--- src/rtl/appreq_pkg.sv ---
// Shared types and helpers for the application request arbiter.
package appreq_pkg;

  typedef enum logic [2:0] {
    StIdle  = 3'd0,
    StStart = 3'd1,
    StBusy  = 3'd2,
    StDone  = 3'd3,
    StErr   = 3'd4
  } state_e;

  // Ceiling log2; returns 0 for n <= 1.
  function automatic int unsigned clog2(input int unsigned n);
    int unsigned r;
    r = 0;
    while ((64'd1 << r) < 64'(n)) begin
      r++;
    end
    return r;
  endfunction

endpackage

--- src/rtl/rr_pick.sv ---
// Combinational round-robin picker: first set request at or after ptr_i, wrapping.
module rr_pick #(
  parameter int unsigned NumReq = 4,
  parameter int unsigned IdxW   = 2
) (
  input  logic [NumReq-1:0] req_i,
  input  logic [IdxW-1:0]   ptr_i,
  output logic              gnt_valid_o,
  output logic [IdxW-1:0]   gnt_idx_o
);

  logic [IdxW-1:0] cand;

  always_comb begin
    gnt_valid_o = 1'b0;
    gnt_idx_o   = '0;
    cand        = '0;
    for (int unsigned off = 0; off < NumReq; off++) begin
      cand = IdxW'((32'(ptr_i) + off) % NumReq);
      if (!gnt_valid_o && req_i[cand]) begin
        gnt_valid_o = 1'b1;
        gnt_idx_o   = cand;
      end
    end
  end

endmodule

--- src/rtl/appreq_arb.sv ---
// Multi-channel application request arbiter: round-robin grant, one-cycle start to the
// AHB master engine, then wait for done/error under a watchdog.
module appreq_arb
  import appreq_pkg::*;
#(
  parameter int unsigned NUM_CH    = 4,
  parameter int unsigned LVL_W     = 5,
  parameter int unsigned THRESH    = 4,
  parameter int unsigned MAX_BURST = 16,
  parameter int unsigned TO_W      = 8,
  parameter int unsigned TIMEOUT   = 200,
  localparam int unsigned CH_W     = (clog2(NUM_CH) < 1) ? 1 : clog2(NUM_CH)
) (
  input  logic                    clk,
  input  logic                    hreset,
  input  logic [NUM_CH-1:0]       ch_enable_i,
  input  logic [NUM_CH-1:0]       ch_empty_i,
  input  logic [NUM_CH-1:0]       ch_full_i,
  input  logic [NUM_CH*LVL_W-1:0] ch_level_i,
  input  logic                    flush_i,
  input  logic                    done_i,
  input  logic                    error_i,
  output logic                    start_o,
  output logic [CH_W-1:0]         start_ch_o,
  output logic [LVL_W-1:0]        burst_len_o,
  output logic                    busy_o,
  output logic                    timeout_err_o,
  output logic [CH_W-1:0]         err_ch_o
);

  localparam logic [LVL_W-1:0] ThreshL    = LVL_W'(THRESH);
  localparam logic [LVL_W:0]   MaxBurstL  = (LVL_W + 1)'(MAX_BURST);
  localparam logic [TO_W-1:0]  WdExpireL  = TO_W'(TIMEOUT - 1);

  state_e            state_q, state_d;
  logic [CH_W-1:0]   ptr_q, ptr_d;
  logic [TO_W-1:0]   wd_q, wd_d;
  logic              start_q, start_d;
  logic [CH_W-1:0]   start_ch_q, start_ch_d;
  logic [LVL_W-1:0]  burst_q, burst_d;
  logic              busy_q, busy_d;
  logic              to_err_q, to_err_d;
  logic [CH_W-1:0]   err_ch_q, err_ch_d;

  logic [LVL_W-1:0]  level [NUM_CH];
  logic [NUM_CH-1:0] elig;
  logic              gnt_valid;
  logic [CH_W-1:0]   gnt_idx;
  logic [LVL_W-1:0]  win_level;
  logic [LVL_W-1:0]  burst_c;
  logic [CH_W-1:0]   ptr_nxt;

  always_comb begin
    for (int i = 0; i < NUM_CH; i++) begin
      level[i] = ch_level_i[i*LVL_W +: LVL_W];
      elig[i]  = ch_enable_i[i] & ~ch_empty_i[i] & ~ch_full_i[i] &
                 (flush_i | (level[i] >= ThreshL));
    end
  end

  rr_pick #(
    .NumReq (NUM_CH),
    .IdxW   (CH_W)
  ) u_rr_pick (
    .req_i       (elig),
    .ptr_i       (ptr_q),
    .gnt_valid_o (gnt_valid),
    .gnt_idx_o   (gnt_idx)
  );

  // Compare one bit wider so a MAX_BURST beyond the level range never truncates.
  always_comb begin
    win_level = level[gnt_idx];
    burst_c   = ({1'b0, win_level} > MaxBurstL) ? MaxBurstL[LVL_W-1:0] : win_level;
    ptr_nxt   = (gnt_idx == CH_W'(NUM_CH - 1)) ? '0 : gnt_idx + 1'b1;
  end

  always_comb begin
    state_d    = state_q;
    ptr_d      = ptr_q;
    wd_d       = wd_q;
    start_ch_d = start_ch_q;
    burst_d    = burst_q;
    err_ch_d   = err_ch_q;
    to_err_d   = 1'b0;
    unique case (state_q)
      StIdle, StDone: begin
        if (gnt_valid) begin
          state_d    = StStart;
          start_ch_d = gnt_idx;
          burst_d    = burst_c;
          ptr_d      = ptr_nxt;
        end else begin
          state_d = StIdle;
        end
      end
      StStart: begin
        wd_d    = '0;
        state_d = StBusy;
      end
      StBusy: begin
        wd_d = wd_q + 1'b1;
        // error beats done, done beats a coincident watchdog expiry
        if (error_i) begin
          state_d = StErr;
        end else if (done_i) begin
          state_d = StDone;
        end else if (wd_q == WdExpireL) begin
          state_d  = StErr;
          to_err_d = 1'b1;
        end
      end
      StErr: begin
        err_ch_d = start_ch_q;
        state_d  = StIdle;
      end
      default: state_d = StIdle;
    endcase
    start_d = (state_d == StStart);
    busy_d  = (state_d != StIdle);
  end

  always_ff @(posedge clk or posedge hreset) begin
    if (hreset) begin
      state_q    <= StIdle;
      ptr_q      <= '0;
      wd_q       <= '0;
      start_q    <= 1'b0;
      start_ch_q <= '0;
      burst_q    <= '0;
      busy_q     <= 1'b0;
      to_err_q   <= 1'b0;
      err_ch_q   <= '0;
    end else begin
      state_q    <= state_d;
      ptr_q      <= ptr_d;
      wd_q       <= wd_d;
      start_q    <= start_d;
      start_ch_q <= start_ch_d;
      burst_q    <= burst_d;
      busy_q     <= busy_d;
      to_err_q   <= to_err_d;
      err_ch_q   <= err_ch_d;
    end
  end

  assign start_o       = start_q;
  assign start_ch_o    = start_ch_q;
  assign burst_len_o   = burst_q;
  assign busy_o        = busy_q;
  assign timeout_err_o = to_err_q;
  assign err_ch_o      = err_ch_q;

endmodule

--- config.mk ---
export PLATFORM = sky130hd
export DESIGN_NAME = appreq_arb
export DESIGN_NICKNAME = d
export VERILOG_FILES = /design/src/rtl/appreq_pkg.sv /design/src/rtl/rr_pick.sv /design/src/rtl/appreq_arb.sv
export SDC_FILE = /design/constraint.sdc
export NUM_CORES = 1
export LEC_CHECK = 0
export CAP_MARGIN = 20
export CORE_ASPECT_RATIO = 0.7
export CORE_MARGIN = 5
export CORE_UTILIZATION = 47
export CTS_BUF_LIST = sky130_fd_sc_hd__clkbuf_4 sky130_fd_sc_hd__clkbuf_8
export CTS_CLUSTER_DIAMETER = 100
export DETAILED_ROUTE_END_ITERATION = 16
export HOLD_SLACK_MARGIN = 0.06
export PLACE_DENSITY = 0.88
export SETUP_SLACK_MARGIN = 0.1
export SLEW_MARGIN = 10
export SYNTH_ARGS = -nofsm -noshare
export SYNTH_HDL_FRONTEND = slang
export SYNTH_SLANG_ARGS = --single-unit
--- constraint.sdc ---
create_clock -name clk -period 2.2 [get_ports clk]
set_input_delay 0.66 -clock clk [delete_from_list [all_inputs] [get_ports clk]]
set_output_delay 0.66 -clock clk [all_outputs]
set_load 0.03 [all_outputs]
Word level (Yosys, flattened, before mapping)
Index checks and enable logic that the tools add are counted.
{ "totals": {"regBits": 25, "input_bits": 37} }
{ "classes": {"n_addsub": 5, "magnitude_cmp": 10, "n_eq_ne": 7, "muxes": 31, "n_bitwise": 25, "n_reduce_logical": 11} }
{ "ops": {"columns": ["op", "n"], "rows": [
  [">= comparator 5 x 3 -> 1 bit (second input constant)", 4],
  ["one-hot mux 8 bit (2 select lines)", 1],
  ["two-way mux 5 bit", 3],
  ["two-way mux 1 bit", 13],
  ["bitwise AND 1 bit", 12],
  ["< comparator 2 x 3 -> 1 bit (second input constant)", 4],
  ["binary-select mux 5 bit (select 2 bit)", 1],
  ["two-way mux 2 bit", 5],
  ["two-way mux 3 bit", 3],
  ["one-hot mux 3 bit (3 select lines)", 1],
  ["adder 8 x 1 -> 8 bit (second input constant)", 1],
  ["binary-select mux 1 bit (select 2 bit)", 4],
  ["equality test 8 bit (second input constant)", 1],
  ["NOT 1 bit", 8],
  ["equality test 3 x 1 -> 1 bit (second input constant)", 2],
  ["equality test 3 x 2 -> 1 bit (second input constant)", 2],
  ["> comparator 5 bit (second input constant)", 1],
  ["adder 2 x 1 -> 2 bit (second input constant)", 2],
  ["adder 2 bit (second input constant)", 2],
  ["OR 1 bit", 4],
  ["equality test 3 bit (second input constant)", 1],
  [">= comparator 3 bit (second input constant)", 1],
  ["logical AND 1 bit", 3],
  ["logical NOT 1 bit", 3],
  ["7 further kinds", 7]
]} }

Depth between registers and ports, before layout
{ "logic_depth": {"word_depth": 22, "mapped_depth": 7, "ltp_nobuf": 6} }

Cells and area by module
Synthesis repeated with hierarchy kept, for this count alone.
{ "hier_totals": {"cells_unflattened": 136, "area_unflattened_um2": 1413.9} }
{ "by_module_without_submodules": {"columns": ["module", "instances", "cells_per_inst", "area_each_um2"], "rows": [
  ["appreq_arb", 1, 121, 1336.3],
  ["rr_pick", 1, 15, 77.6]
]} }

Worst setup path after synthesis
Ideal clock, no wire load.
{ "synth_path": {"path_kind": "input to register", "start": "input flush_i", "end": "register burst_q[4], in the netlist burst_len_o[4]", "setup_ns": 0.123, "t_arrival_ns": 2.171, "required_ns": 2.077, "setup_slack_ns": -0.094, "path_stages": 6, "path_cell_list": "or4_1 nand3_2 o21ai_2 nor3_2 mux2_1 o221a_1"} }
{ "synth_between": {"elab_chain_len": 20, "elab_cells_between_ends": 37, "classes_between": "order compare: 1; mux: 20; bitwise: 9; reduce/logical: 7"} }
{ "synth_rtl": {"columns": ["item", "line_no", "source"], "rows": [
  ["start, declared", "appreq_arb.sv:20", "input logic flush_i,"],
  ["OR 1 bit", "appreq_arb.sv:57", "(flush_i | (level[i] >= ThreshL));"],
  ["bitwise AND 1 bit", "appreq_arb.sv:56", "elig[i] = ch_enable_i[i] & ~ch_empty_i[i] & ~ch_full_i[i] &"],
  ["binary-select mux 1 bit (select 2 bit)", "rr_pick.sv:20", "if (!gnt_valid_o && req_i[cand]) begin"],
  ["two-way mux 1 bit (not written as such)", "rr_pick.sv:20", null],
  ["two-way mux 1 bit", "rr_pick.sv:20", null],
  ["logical NOT 1 bit", "rr_pick.sv:20", null],
  ["logical AND 1 bit", "rr_pick.sv:20", null],
  ["two-way mux 1 bit", "rr_pick.sv:20", null],
  ["[... 3 more ...]", null, null],
  ["logical NOT 1 bit", "rr_pick.sv:20", null],
  ["logical AND 1 bit", "rr_pick.sv:20", null],
  ["two-way mux 2 bit", "rr_pick.sv:20", null],
  ["NOT 2 -> 3 bit (not written as such)", "appreq_arb.sv:73", "win_level = level[gnt_idx];"],
  ["binary-select mux 5 bit (select 2 bit)", "appreq_arb.sv:73", null],
  ["two-way mux 5 bit (not written as such) (2 in series)", "appreq_arb.sv:73", null],
  ["> comparator 5 bit", "appreq_arb.sv:74", "burst_c = ({1'b0, win_level} > MaxBurstL) ? MaxBurstL[LVL_W-1:0] : win_level;"],
  ["two-way mux 5 bit", "appreq_arb.sv:74", null],
  ["end signal, assigned", "appreq_arb.sv:140", "burst_q <= burst_d;"],
  ["end, declared", "appreq_arb.sv:40", "logic [LVL_W-1:0] burst_q, burst_d;"]
]} }
Parallel ways exist; a longest one is shown, timed or not. The select of a mux whose other input is x is not followed.
A chain may end at the register's enable or synchronous reset.

Worst setup path in the final report
Ends and elaborated chain as after synthesis.

==> flow_summary.json <==
{
  "avgSynthCellArea_sq_um": 10.10,
  "clk_latency_ps": 280,
  "gp_congestion": 0.8426,
  "setup_ws_ps": -0.1088,
  "worstPathMaxFanout": 5,
  "violations": "negative setup slack",
  "drv_slew": 0,
  "die_x_microns": 76.48,
  "clockBufferDepth": 2,
  "cp-start-kind": "input pin",
  "synth_edf_count": 0,
  "critPathKind": "input pin to flip-flop",
  "rsz0062_at_grt": "yes",
  "cp_slowest_cell": "or4_4",
  "routed_wl_microns": 4562,
  "period_share_pct": 100.0,
  "pwr-share-seq_pct": 34.9,
  "ys_top_cells_by_area": "dfrtp_1 (43%), mux2i_1 (6.2%), nand2_1 (3.9%)",
  "drive_gt1_share_pct": 34.56,
  "cts_tree": "yes",
  "synth_ff_type": "dfrtp_1",
  "hpwl_microns": 3325,
  "grt_usage_pct": 22.12,
  "syn_inst": 144,
  "synth-seq-area-share_pct": 43.03,
  "worstHoldStart": "wd_q[6]",
  "synthArstFlopShare_pct": 100.0,
  "core_area_sq_um": 2883,
  "layout.nets": 256,
  "hold_viol": 0,
  "yosysTopAreaCellShare_pct": 43.03,
  "grt_pass1_wl_microns": 7748,
  "ant_nets": 0,
  "path_clk_slew_ps": 100,
  "dieHeight_microns": 56.54,
  "drc": 0,
  "drt-pass1-iter-count": 4,
  "n_antenna_cell": 0,
  "numCtsBuffers": 3,
  "antenna_found_initial": 0,
  "dr_total_vias": 1483,
  "r2r-start": "ptr_q[1]",
  "skew_ps": 11.35,
  "p_clk_share_pct": 13.4,
  "yosysWarningCount": 0,
  "synth_fp_nets": 182,
  "post-synth-top-area-cell": "dfrtp_1",
  "layout_min_cycle_time_ps": 2200,
  "path_buf_inv": 2,
  "worstMarginPinSlew_ps": 580.3,
  "area_delta_synth_final_pct": 59.72,
  "layout_commonest_cell": "clkdlybuf4s50_1",
  "drv_cap": 0,
  "viasPerCell": 5.862,
  "synth_cell_types": 46,
  "ios": 49,
  "initial_utilization_pct": 50.43,
  "rows": 16,
  "cpPeakStageDelay_ps": 580,
  "powerDensity_nw_per_um2": 913.5,
  "grt_max_degree": 26,
  "cp_top_family": "compound AO/OA/AOI/OAI gates",
  "hold_class": "flip-flop to flip-flop",
  "cts.htree.levels": 1,
  "finalSetupViolations": 1,
  "place_ws_ps": -716.5,
  "cp-end-kind": "flip-flop",
  "root_buffer": "clkbuf_8",
  "combPwrFrac_pct": 51.7,
  "portBuffers": 48,
  "syn_area_sq_um": 1454,
  "final_cell_mix": "clkdlybuf4s50_1 (26), dfrtp_1 (25), buf_4 (19)",
  "synth_seq_cells": 25,
  "crit_chain": "buf_8, or4_4, nand4_4, a21oi_4, buf_6, o31a_1, o21ai_4, o221a_1",
  "drt-initial-drc-count": 144,
  "clock_sinks": 25,
  "cp_data_arrival_time_ps": 2420,
  "fmax_mhz": 454.5,
  "crit_path_start": "flush_i",
  "die_area_sq_um": 4324,
  "grt_pass1_vias": 1644,
  "grt-ovfl-total": 0,
  "hold-worst-slack_ps": 502.1,
  "critPathRequiredTime_ps": 2420,
  "outcome": "complete, but fails checks",
  "ir_drop_uv": 680.8,
  "routedWlPerCell_microns": 18.03,
  "slew_headroom_pct": 61.31,
  "p_leak_uw": 0.001005,
  "p_sw_uw": 889.3,
  "p_int_uw": 1232,
  "swShare_pct": 41.92
}
[cells by family after synthesis]
family                   synth area share (%)
AO/OA/AOI/OAI                           18.24
XOR/XNOR                                1.808
adder cells (fa/ha/maj)                0.8604
buffers and inverters                   2.667
flip-flops                              43.03
multiplexers                            9.294
AND/OR/NAND/NOR                         24.10
[metrics by stage]
step / area [sq um] / power [uW] / utilization, % / cells / TNS, ps
after global placement: 2152 / 1667 / 74.65 / 246 / -5962
after floorplan: 1488 / 1291 / - / 144 / -94.18
after CTS: 2298 / 2078 / 79.73 / 256 / -13.22
after detailed placement: 2152 / 1716 / 74.65 / 246 / -6594
after global routing: 2322 / 2248 / 80.56 / 253 / -263.8
final: 2322 / 2121 / 80.56 / 253 / -0.1088
[layer usage]
metal / part of all wire [%] / wire length, microns / GRT usage (%) / up-vias
li1: - / - / - / 687
met1: 39 / 1760 / 26.55 / 723
met2: 52 / 2382 / 40.12 / 60
met3: 6.6 / 299 / 5.591 / 13
met4: 2.6 / 119 / 4.489 / 0
met5: 0 / 0 / 0 / -
[Yosys cell counts, drive strengths merged (2+ instances only)]
master / number
dfrtp: 25
nand2: 15
o21ai: 13
nor2: 11
mux2i: 9
nor2b: 8
nand4: 5
o221ai: 5
a21oi: 4
inv: 4
mux2: 4
nand3: 4
nor3b: 4
or4: 4
a21o: 3
a22o: 2
buf: 2
clkbuf: 2
nor4: 2
or4bb: 2
xor2: 2
[area by class of cell]
class	count	area, sq um
clock inverters	1	7.507
clock buffers	3	41.29
repair buffers	73	646.9
inverters	4	20.02
multi-input cells	111	935.9
fillers	170	560.5
well taps	36	45.04
flip-flops and latches	25	625.6
[what timing repair did]
item	in CTS	in global routing
endpoints found under the setup margin	12	10
pin swaps	22	14
hold buffers	0	0
buffers inserted	6	2
gates resized for setup	78	13
[worst paths after layout]
kind | end | slack, ps | cells past startpoint
hold reg to reg | wd_q[6] | 500 | 1
max in group asynchronous | start_o | 1230 | 3
min in group asynchronous | wd_q[5] | 720 | 3
setup / recovery | burst_len_o[4] | -0.1 | 8
hold / removal | wd_q[6] | 500 | 1
setup reg to reg | burst_len_o[2] | 450 | 7
[power by group through the flow]
stage	registers, uW	clock network, uW	logic, uW
after detailed placement	742	0	974
after global routing	758	305	1190
after CTS	736	287	1060
after floorplan	871	0	420
after global placement	729	0	938
final	741	284	1100
[state kept, by name, indices dropped and copies added (netlist names)]
signal and cells:
wd_q 8, ptr_q 2, state_q 3, burst_len_o 5
busy_o 1, err_ch_o 2, start_o 1, start_ch_o 2
timeout_err_o 1
(Power assumes the default switching activity.)
